[config.mk]
export PLATFORM = sky130hd
export DESIGN_NAME = tis_port_endpoint_flat
export DESIGN_NICKNAME = d
export VERILOG_FILES = /design/src/rtl/tis_port_endpoint_if.sv /design/src/rtl/tis_port_endpoint.sv /design/src/flat_wrapper.sv
export SDC_FILE = /design/constraint.sdc
export NUM_CORES = 1
export LEC_CHECK = 0
export BUFFER_PORTS_ARGS = -buffer_cell sky130_fd_sc_hd__buf_2
export CAP_MARGIN = 10
export CORE_ASPECT_RATIO = 2
export CORE_MARGIN = 3
export CORE_UTILIZATION = 65
export CTS_CLUSTER_DIAMETER = 200
export DETAILED_ROUTE_END_ITERATION = 16
export PLACE_DENSITY = 0.9
export SYNTH_ARGS = -nofsm -noshare
export SYNTH_HDL_FRONTEND = slang
export SYNTH_SLANG_ARGS = --single-unit
[constraint.sdc]
create_clock -name clk -period 7.35 [get_ports clk]
set_clock_uncertainty 0.2 [all_clocks]
set_input_delay 0.3675 -clock clk [delete_from_list [all_inputs] [get_ports clk]]
set_output_delay 0.3675 -clock clk [all_outputs]
set_load 0.02 [all_outputs]
[src/rtl/tis_port_endpoint_if.sv]
// rtl/tis_port_endpoint_if.sv - host/node port bundle for tis_port_endpoint
// master drives host and node stimulus, slave is the endpoint.
interface tis_port_endpoint_if #(
  parameter int DATA_W = 11,
  parameter int DEPTH  = 8,
  parameter int AW     = $clog2(DEPTH)
);
  logic [0:DATA_W-1] host_tx_data;
  logic              host_tx_valid;
  logic              host_tx_ready;
  logic [0:DATA_W-1] node_in_data;
  logic              node_in_valid;
  logic              node_in_ready;
  logic [0:DATA_W-1] node_out_data;
  logic              node_out_valid;
  logic              node_out_ready;
  logic [0:DATA_W-1] host_rx_data;
  logic              host_rx_valid;
  logic              host_rx_ready;
  logic [0:AW]       tx_count;
  logic [0:AW]       rx_count;
  logic              range_err;

  modport slave (
    input  host_tx_data, host_tx_valid, node_in_ready,
    input  node_out_data, node_out_valid, host_rx_ready,
    output host_tx_ready, node_in_data, node_in_valid,
    output node_out_ready, host_rx_data, host_rx_valid,
    output tx_count, rx_count, range_err
  );

  modport master (
    output host_tx_data, host_tx_valid, node_in_ready,
    output node_out_data, node_out_valid, host_rx_ready,
    input  host_tx_ready, node_in_data, node_in_valid,
    input  node_out_ready, host_rx_data, host_rx_valid,
    input  tx_count, rx_count, range_err
  );
endinterface

[src/rtl/tis_port_endpoint.sv]
// rtl/tis_port_endpoint.sv - buffered TX/RX endpoint for one TIS-100 node port pair
// Optional TIS_PORT_CLAMP_EN: saturate TX words, flag out-of-range RX words.
module tis_port_fifo #(
  parameter int DATA_W = 11,
  parameter int DEPTH  = 8,
  parameter int AW     = $clog2(DEPTH)
) (
  input  logic              clk,
  input  logic              rst,
  input  logic [0:DATA_W-1] in_data,
  input  logic              in_valid,
  output logic              in_ready,
  output logic [0:DATA_W-1] out_data,
  output logic              out_valid,
  input  logic              out_ready,
  output logic [0:AW]       count
);
  logic [0:DATA_W-1] mem [DEPTH];
  logic [AW-1:0]     wr_ptr;
  logic [AW-1:0]     rd_ptr;
  logic              push;
  logic              pop;

  // Full blocks a push even when a pop lands in the same cycle; no empty bypass.
  assign in_ready  = !rst && (count != (AW+1)'(DEPTH));
  assign out_valid = !rst && (count != '0);
  assign out_data  = mem[rd_ptr];
  assign push      = in_valid && in_ready;
  assign pop       = out_valid && out_ready;

  always_ff @(posedge clk) begin
    if (rst) begin
      wr_ptr <= '0;
      rd_ptr <= '0;
      count  <= '0;
      for (int i = 0; i < DEPTH; i++) mem[i] <= '0;
    end else begin
      if (push) begin
        mem[wr_ptr] <= in_data;
        wr_ptr      <= wr_ptr + AW'(1);
      end
      if (pop) rd_ptr <= rd_ptr + AW'(1);
      if (push && !pop)      count <= count + (AW+1)'(1);
      else if (pop && !push) count <= count - (AW+1)'(1);
    end
  end
endmodule

module tis_port_endpoint #(
  parameter int DATA_W = 11,
  parameter int DEPTH  = 8,
  parameter int AW     = $clog2(DEPTH)
) (
  input logic               clk,
  input logic               rst,
  tis_port_endpoint_if.slave bus
);
  logic [0:DATA_W-1] tx_wdata;

`ifdef TIS_PORT_CLAMP_EN
  localparam logic signed [DATA_W-1:0] WORD_MAX = DATA_W'(999);
  localparam logic signed [DATA_W-1:0] WORD_MIN = DATA_W'(-999);
  logic rx_push;
  logic rx_oor;

  always_comb begin
    tx_wdata = bus.host_tx_data;
    if ($signed(bus.host_tx_data) > WORD_MAX)      tx_wdata = WORD_MAX;
    else if ($signed(bus.host_tx_data) < WORD_MIN) tx_wdata = WORD_MIN;
  end

  // RX words are stored verbatim; only the sticky flag records the violation.
  assign rx_push = bus.node_out_valid && bus.node_out_ready;
  assign rx_oor  = ($signed(bus.node_out_data) > WORD_MAX) ||
                   ($signed(bus.node_out_data) < WORD_MIN);

  always_ff @(posedge clk) begin
    if (rst)                   bus.range_err <= 1'b0;
    else if (rx_push && rx_oor) bus.range_err <= 1'b1;
  end
`else
  assign tx_wdata      = bus.host_tx_data;
  assign bus.range_err = 1'b0;
`endif

  tis_port_fifo #(.DATA_W(DATA_W), .DEPTH(DEPTH), .AW(AW)) u_tx_fifo (
    .clk       (clk),
    .rst       (rst),
    .in_data   (tx_wdata),
    .in_valid  (bus.host_tx_valid),
    .in_ready  (bus.host_tx_ready),
    .out_data  (bus.node_in_data),
    .out_valid (bus.node_in_valid),
    .out_ready (bus.node_in_ready),
    .count     (bus.tx_count)
  );

  tis_port_fifo #(.DATA_W(DATA_W), .DEPTH(DEPTH), .AW(AW)) u_rx_fifo (
    .clk       (clk),
    .rst       (rst),
    .in_data   (bus.node_out_data),
    .in_valid  (bus.node_out_valid),
    .in_ready  (bus.node_out_ready),
    .out_data  (bus.host_rx_data),
    .out_valid (bus.host_rx_valid),
    .out_ready (bus.host_rx_ready),
    .count     (bus.rx_count)
  );
endmodule
[src/flat_wrapper.sv]
// flat-port wrapper written by rule: the top's interface ports become plain ports
module tis_port_endpoint_flat 
#(
  parameter int DATA_W = 11,
  parameter int DEPTH  = 8,
  parameter int AW     = $clog2(DEPTH)
)
  (clk, rst, bus_host_tx_data, bus_host_tx_valid, bus_node_in_ready, bus_node_out_data, bus_node_out_valid, bus_host_rx_ready, bus_host_tx_ready, bus_node_in_data, bus_node_in_valid, bus_node_out_ready, bus_host_rx_data, bus_host_rx_valid, bus_tx_count, bus_rx_count, bus_range_err);
  tis_port_endpoint_if #(.DATA_W(DATA_W), .DEPTH(DEPTH), .AW(AW)) bus_i ();
  input logic clk;
  input logic rst;
  input wire logic [$bits(bus_i.host_tx_data)-1:0] bus_host_tx_data;
  input wire logic [$bits(bus_i.host_tx_valid)-1:0] bus_host_tx_valid;
  input wire logic [$bits(bus_i.node_in_ready)-1:0] bus_node_in_ready;
  input wire logic [$bits(bus_i.node_out_data)-1:0] bus_node_out_data;
  input wire logic [$bits(bus_i.node_out_valid)-1:0] bus_node_out_valid;
  input wire logic [$bits(bus_i.host_rx_ready)-1:0] bus_host_rx_ready;
  output wire logic [$bits(bus_i.host_tx_ready)-1:0] bus_host_tx_ready;
  output wire logic [$bits(bus_i.node_in_data)-1:0] bus_node_in_data;
  output wire logic [$bits(bus_i.node_in_valid)-1:0] bus_node_in_valid;
  output wire logic [$bits(bus_i.node_out_ready)-1:0] bus_node_out_ready;
  output wire logic [$bits(bus_i.host_rx_data)-1:0] bus_host_rx_data;
  output wire logic [$bits(bus_i.host_rx_valid)-1:0] bus_host_rx_valid;
  output wire logic [$bits(bus_i.tx_count)-1:0] bus_tx_count;
  output wire logic [$bits(bus_i.rx_count)-1:0] bus_rx_count;
  output wire logic [$bits(bus_i.range_err)-1:0] bus_range_err;
  assign bus_i.host_tx_data = bus_host_tx_data;
  assign bus_i.host_tx_valid = bus_host_tx_valid;
  assign bus_i.node_in_ready = bus_node_in_ready;
  assign bus_i.node_out_data = bus_node_out_data;
  assign bus_i.node_out_valid = bus_node_out_valid;
  assign bus_i.host_rx_ready = bus_host_rx_ready;
  assign bus_host_tx_ready = bus_i.host_tx_ready;
  assign bus_node_in_data = bus_i.node_in_data;
  assign bus_node_in_valid = bus_i.node_in_valid;
  assign bus_node_out_ready = bus_i.node_out_ready;
  assign bus_host_rx_data = bus_i.host_rx_data;
  assign bus_host_rx_valid = bus_i.host_rx_valid;
  assign bus_tx_count = bus_i.tx_count;
  assign bus_rx_count = bus_i.rx_count;
  assign bus_range_err = bus_i.range_err;
  tis_port_endpoint #(.DATA_W(DATA_W), .DEPTH(DEPTH), .AW(AW)) u_core (.clk(clk), .rst(rst), .bus(bus_i));
endmodule
==> results.cfg <==
[clocking]
numCtsBuffers = 18
root_buffer = clkbuf_16
cts-htree-levels = 1
cts.sinks = 202
cts_hold_buf = 0
clkSlewWorstSetupHoldPaths_ps = 60
cts.repair.resized = 0
cts_buffer_depth = 3
post-cts-setup-buffer-count = 0
cts_tree = done
insertion_delay_ps = 480

[detailed_routing]
routed_via_density = 6.35
wl_um = 21300
wl_per_cell_um = 24.9
vias = 5428
ant_nets = 0
drt_pass1_iterations = 5
remaining_drc_errors = 0
drtIter0Drc = 527

[synth]
synth.area.top_cells = edfxtp_1, mux4_2, nor2_1
netlist_top_cells_count = nor2_1, edfxtp_1, nand2_1
yosysSeqAreaShare_pct = 65.0
yosysMostFrequentCell = nor2_1
syn-num-nets = 685
ys_warn_count = 0
synth_flop_cell = edfxtp_1
syn_inst = 645
mappedNetlistArea_um2 = 8930
synthArstFlopShare_pct = 0
synth.largest_area_cell = edfxtp_1
synth_seq_cells = 202
synth_top_area_share_pct = 59.2
syn_area_per_cell_um2 = 13.8
synth-edff-count = 176
yosysUniqueCellTypes = 30

[pwr]
swShare_pct = 29.8
power_frac_comb_pct = 24.5
p_sw_uw = 946
powerDensity_nw_per_um2 = 323
ir_drop_v = 0.000211
power_frac_seq_pct = 45.9
clkPwrFrac_pct = 29.6
power_leakage_nw = 3.55
internal-power_mw = 2.23

[layout]
antennaDiodeCount = 0
fillCellCount = 784
syn_to_final_growth_pct = 10.2
finalNetCount = 728
multiInputGateArea_um2 = 2930
drive_above_1_share_pct = 22.7
fin_area_um2 = 9840
regArea_um2 = 5810

[floorplanning]
die_h_um = 172
rows = 60
start_util_pct = 66.5
io_pins = 63
coreArea_um2 = 13400
die_area_um2 = 15300
die_w_um = 88.9

[outcome]
status = completed

[global_route]
track_usage_pct = 29.5
grt-ovfl-total = 0
antenna_found_initial = 0
grt_pass1_wl_um = 32200
grt_max_degree = 49
first_global_vias = 5705

[sta]
setup_violations = 0
max_clock_freq_ghz = 0.287
slew_viol_final = 0
timing.slew.headroom_pct = 20.0
hold_violations = 0
worst_pin_slew_ps = 1200
finalSetupTns_ps = 0
grt_setup_unrepaired = no
finalCriticalPeriod_ps = 3480
min_period_over_period_pct = 47.4

[placement]
placed_area_um2 = 9260
hpwlAfterDp_um = 15000
place.gp.congestion = 0.905
port_buffers = 61

[critical_path]
r2r_slack_ps = 3870
start_kind = flip-flop
cp_top_family = simple AND/OR/NAND/NOR gates
crit_chain = nor4b_2, nor3b_4, nand3_1, o21bai_1
critPathRequiredTime_ps = 7250
r2r_end = u_core.u_rx_fifo.mem[5][7]
path_buf_inv = 0
max_stage_delay_ps = 1130
critPathKind = flip-flop to flip-flop
endpoint_kind = flip-flop
crit_path_top_delay_cell = o21bai_1
rr_worst_depth = 4
r2r-start = u_core.u_rx_fifo.count[3]
critical_path.max_fanout = 24
worstPathArrival_ps = 3380

[run]
drv_cap = 0

[min_path]
min_from = bus_host_tx_data[8]
min_path_cells = 3
hp-class = primary input to flip-flop
holdPathEnd = u_core.u_tx_fifo.mem[2][8]
per-stage QoR:
| step | worst slack (ps) | power [mW] | utilization, % | hold WS, ps | std cells |
|---|---|---|---|---|---|
| 2_1_floorplan | 4490 | 2.01 | - | 253 | 645 |
| 3_3_place_gp | 3830 | 2.20 | 68.9 | 261 | 823 |
| 3_5_place_dp | 3600 | 2.24 | 68.9 | 297 | 823 |
| 4_1_cts | 3850 | 3.18 | 73.2 | 74.3 | 855 |
| 5_1_grt | 3650 | 3.30 | 73.2 | 108 | 855 |
| 6_report | 3870 | 3.18 | 73.2 | 73.4 | 855 |
cells by family after synthesis:
| logic type | share of synthesized area, % |
|---|---|
| DFF | 65.0 |
| other | 0.0420 |
| buffers and inverters | 2.19 |
| AOI/OAI and AO/OA | 2.05 |
| adders and majority gates | 1.85 |
| muxes | 15.0 |
| and+or+nand+nor | 12.8 |
| xor gates and xnor gates | 0.981 |
power groups by stage:
stage	combinational [mW]	sequential [mW]	clock [mW]
2_1_floorplan	0.561	1.45	0
3_3_place_gp	0.740	1.46	0
3_5_place_dp	0.767	1.48	0
4_1_cts	0.784	1.46	0.943
5_1_grt	0.845	1.47	0.988
6_report	0.779	1.46	0.939
worst max path at each step:
stage          cells after the start                 startpoint  slack [ps]                         end
6_report                           4  u_core.u_rx_fifo.count[3]        3870  u_core.u_rx_fifo.mem[5][7]
3_5_place_dp                       4                        rst        3600  u_core.u_rx_fifo.mem[5][3]
3_3_place_gp                       4                        rst        3830  u_core.u_tx_fifo.mem[7][4]
4_1_cts                            4  u_core.u_rx_fifo.count[3]        3850  u_core.u_rx_fifo.mem[5][7]
5_1_grt                            4  u_core.u_rx_fifo.count[3]        3650  u_core.u_rx_fifo.mem[7][6]
2_1_floorplan                     10  u_core.u_rx_fifo.count[3]        4490   u_core.u_rx_fifo.count[0]
cells in the final DEF (no fill, tap or decap):
cell type	count
a211oi_1	2
a21oi_1	4
a31oi_1	2
buf_2	61
buf_4	2
bufinv_16	2
clkbuf_1	7
clkbuf_16	19
clkinv_1	3
clkinv_2	1
conb_1	1
dfxtp_1	26
edfxtp_1	176
fa_1	2
ha_1	10
inv_1	4
mux2_2	26
mux2i_1	6
mux4_2	44
nand2_1	50
nand2b_1	2
nand3_1	4
nand3b_1	4
nor2_1	200
nor2b_1	4
nor3b_4	2
nor4_1	2
nor4b_2	2
nor4bb_1	4
o21bai_1	16
o31ai_1	2
xnor2_1	8
xor2_1	2
per-layer routing:
layer  up-vias  wire, um  GRT usage [%]
li1       2411         -              -
met1      2624      6400           29.4
met2       315     12300           55.8
met3        78      1260           3.60
met4         0      1340           17.2
met5         -         0              0
flip-flops by register name, indices dropped and copies added (netlist names), named ones only:
name	flops
u_core.u_rx_fifo.rd_ptr	3
u_core.u_rx_fifo.count	4
u_core.u_tx_fifo.count	4
u_core.u_rx_fifo.mem	88
u_core.u_tx_fifo.mem	88
u_core.u_rx_fifo.wr_ptr	3
u_core.u_tx_fifo.wr_ptr	3
u_core.u_tx_fifo.rd_ptr	3
area by class of cell:
class                      count  share of cell area (%)
multi-input combinational    399                    29.8
timing repair buffer          63                    3.25
sequential                   202                    59.0
tap                          155                    1.97
inverter                       4                   0.153
clock inverter                 6                   0.775
clock buffer                  26                    5.10
worst reg2reg max path: stages, from the launching register on:
cell	delay, ps
dfxtp_1	490
nor4b_2	140
nor3b_4	430
nand3_1	710
o21bai_1	1130
Note: power is estimated with default switching activity, not from simulation.
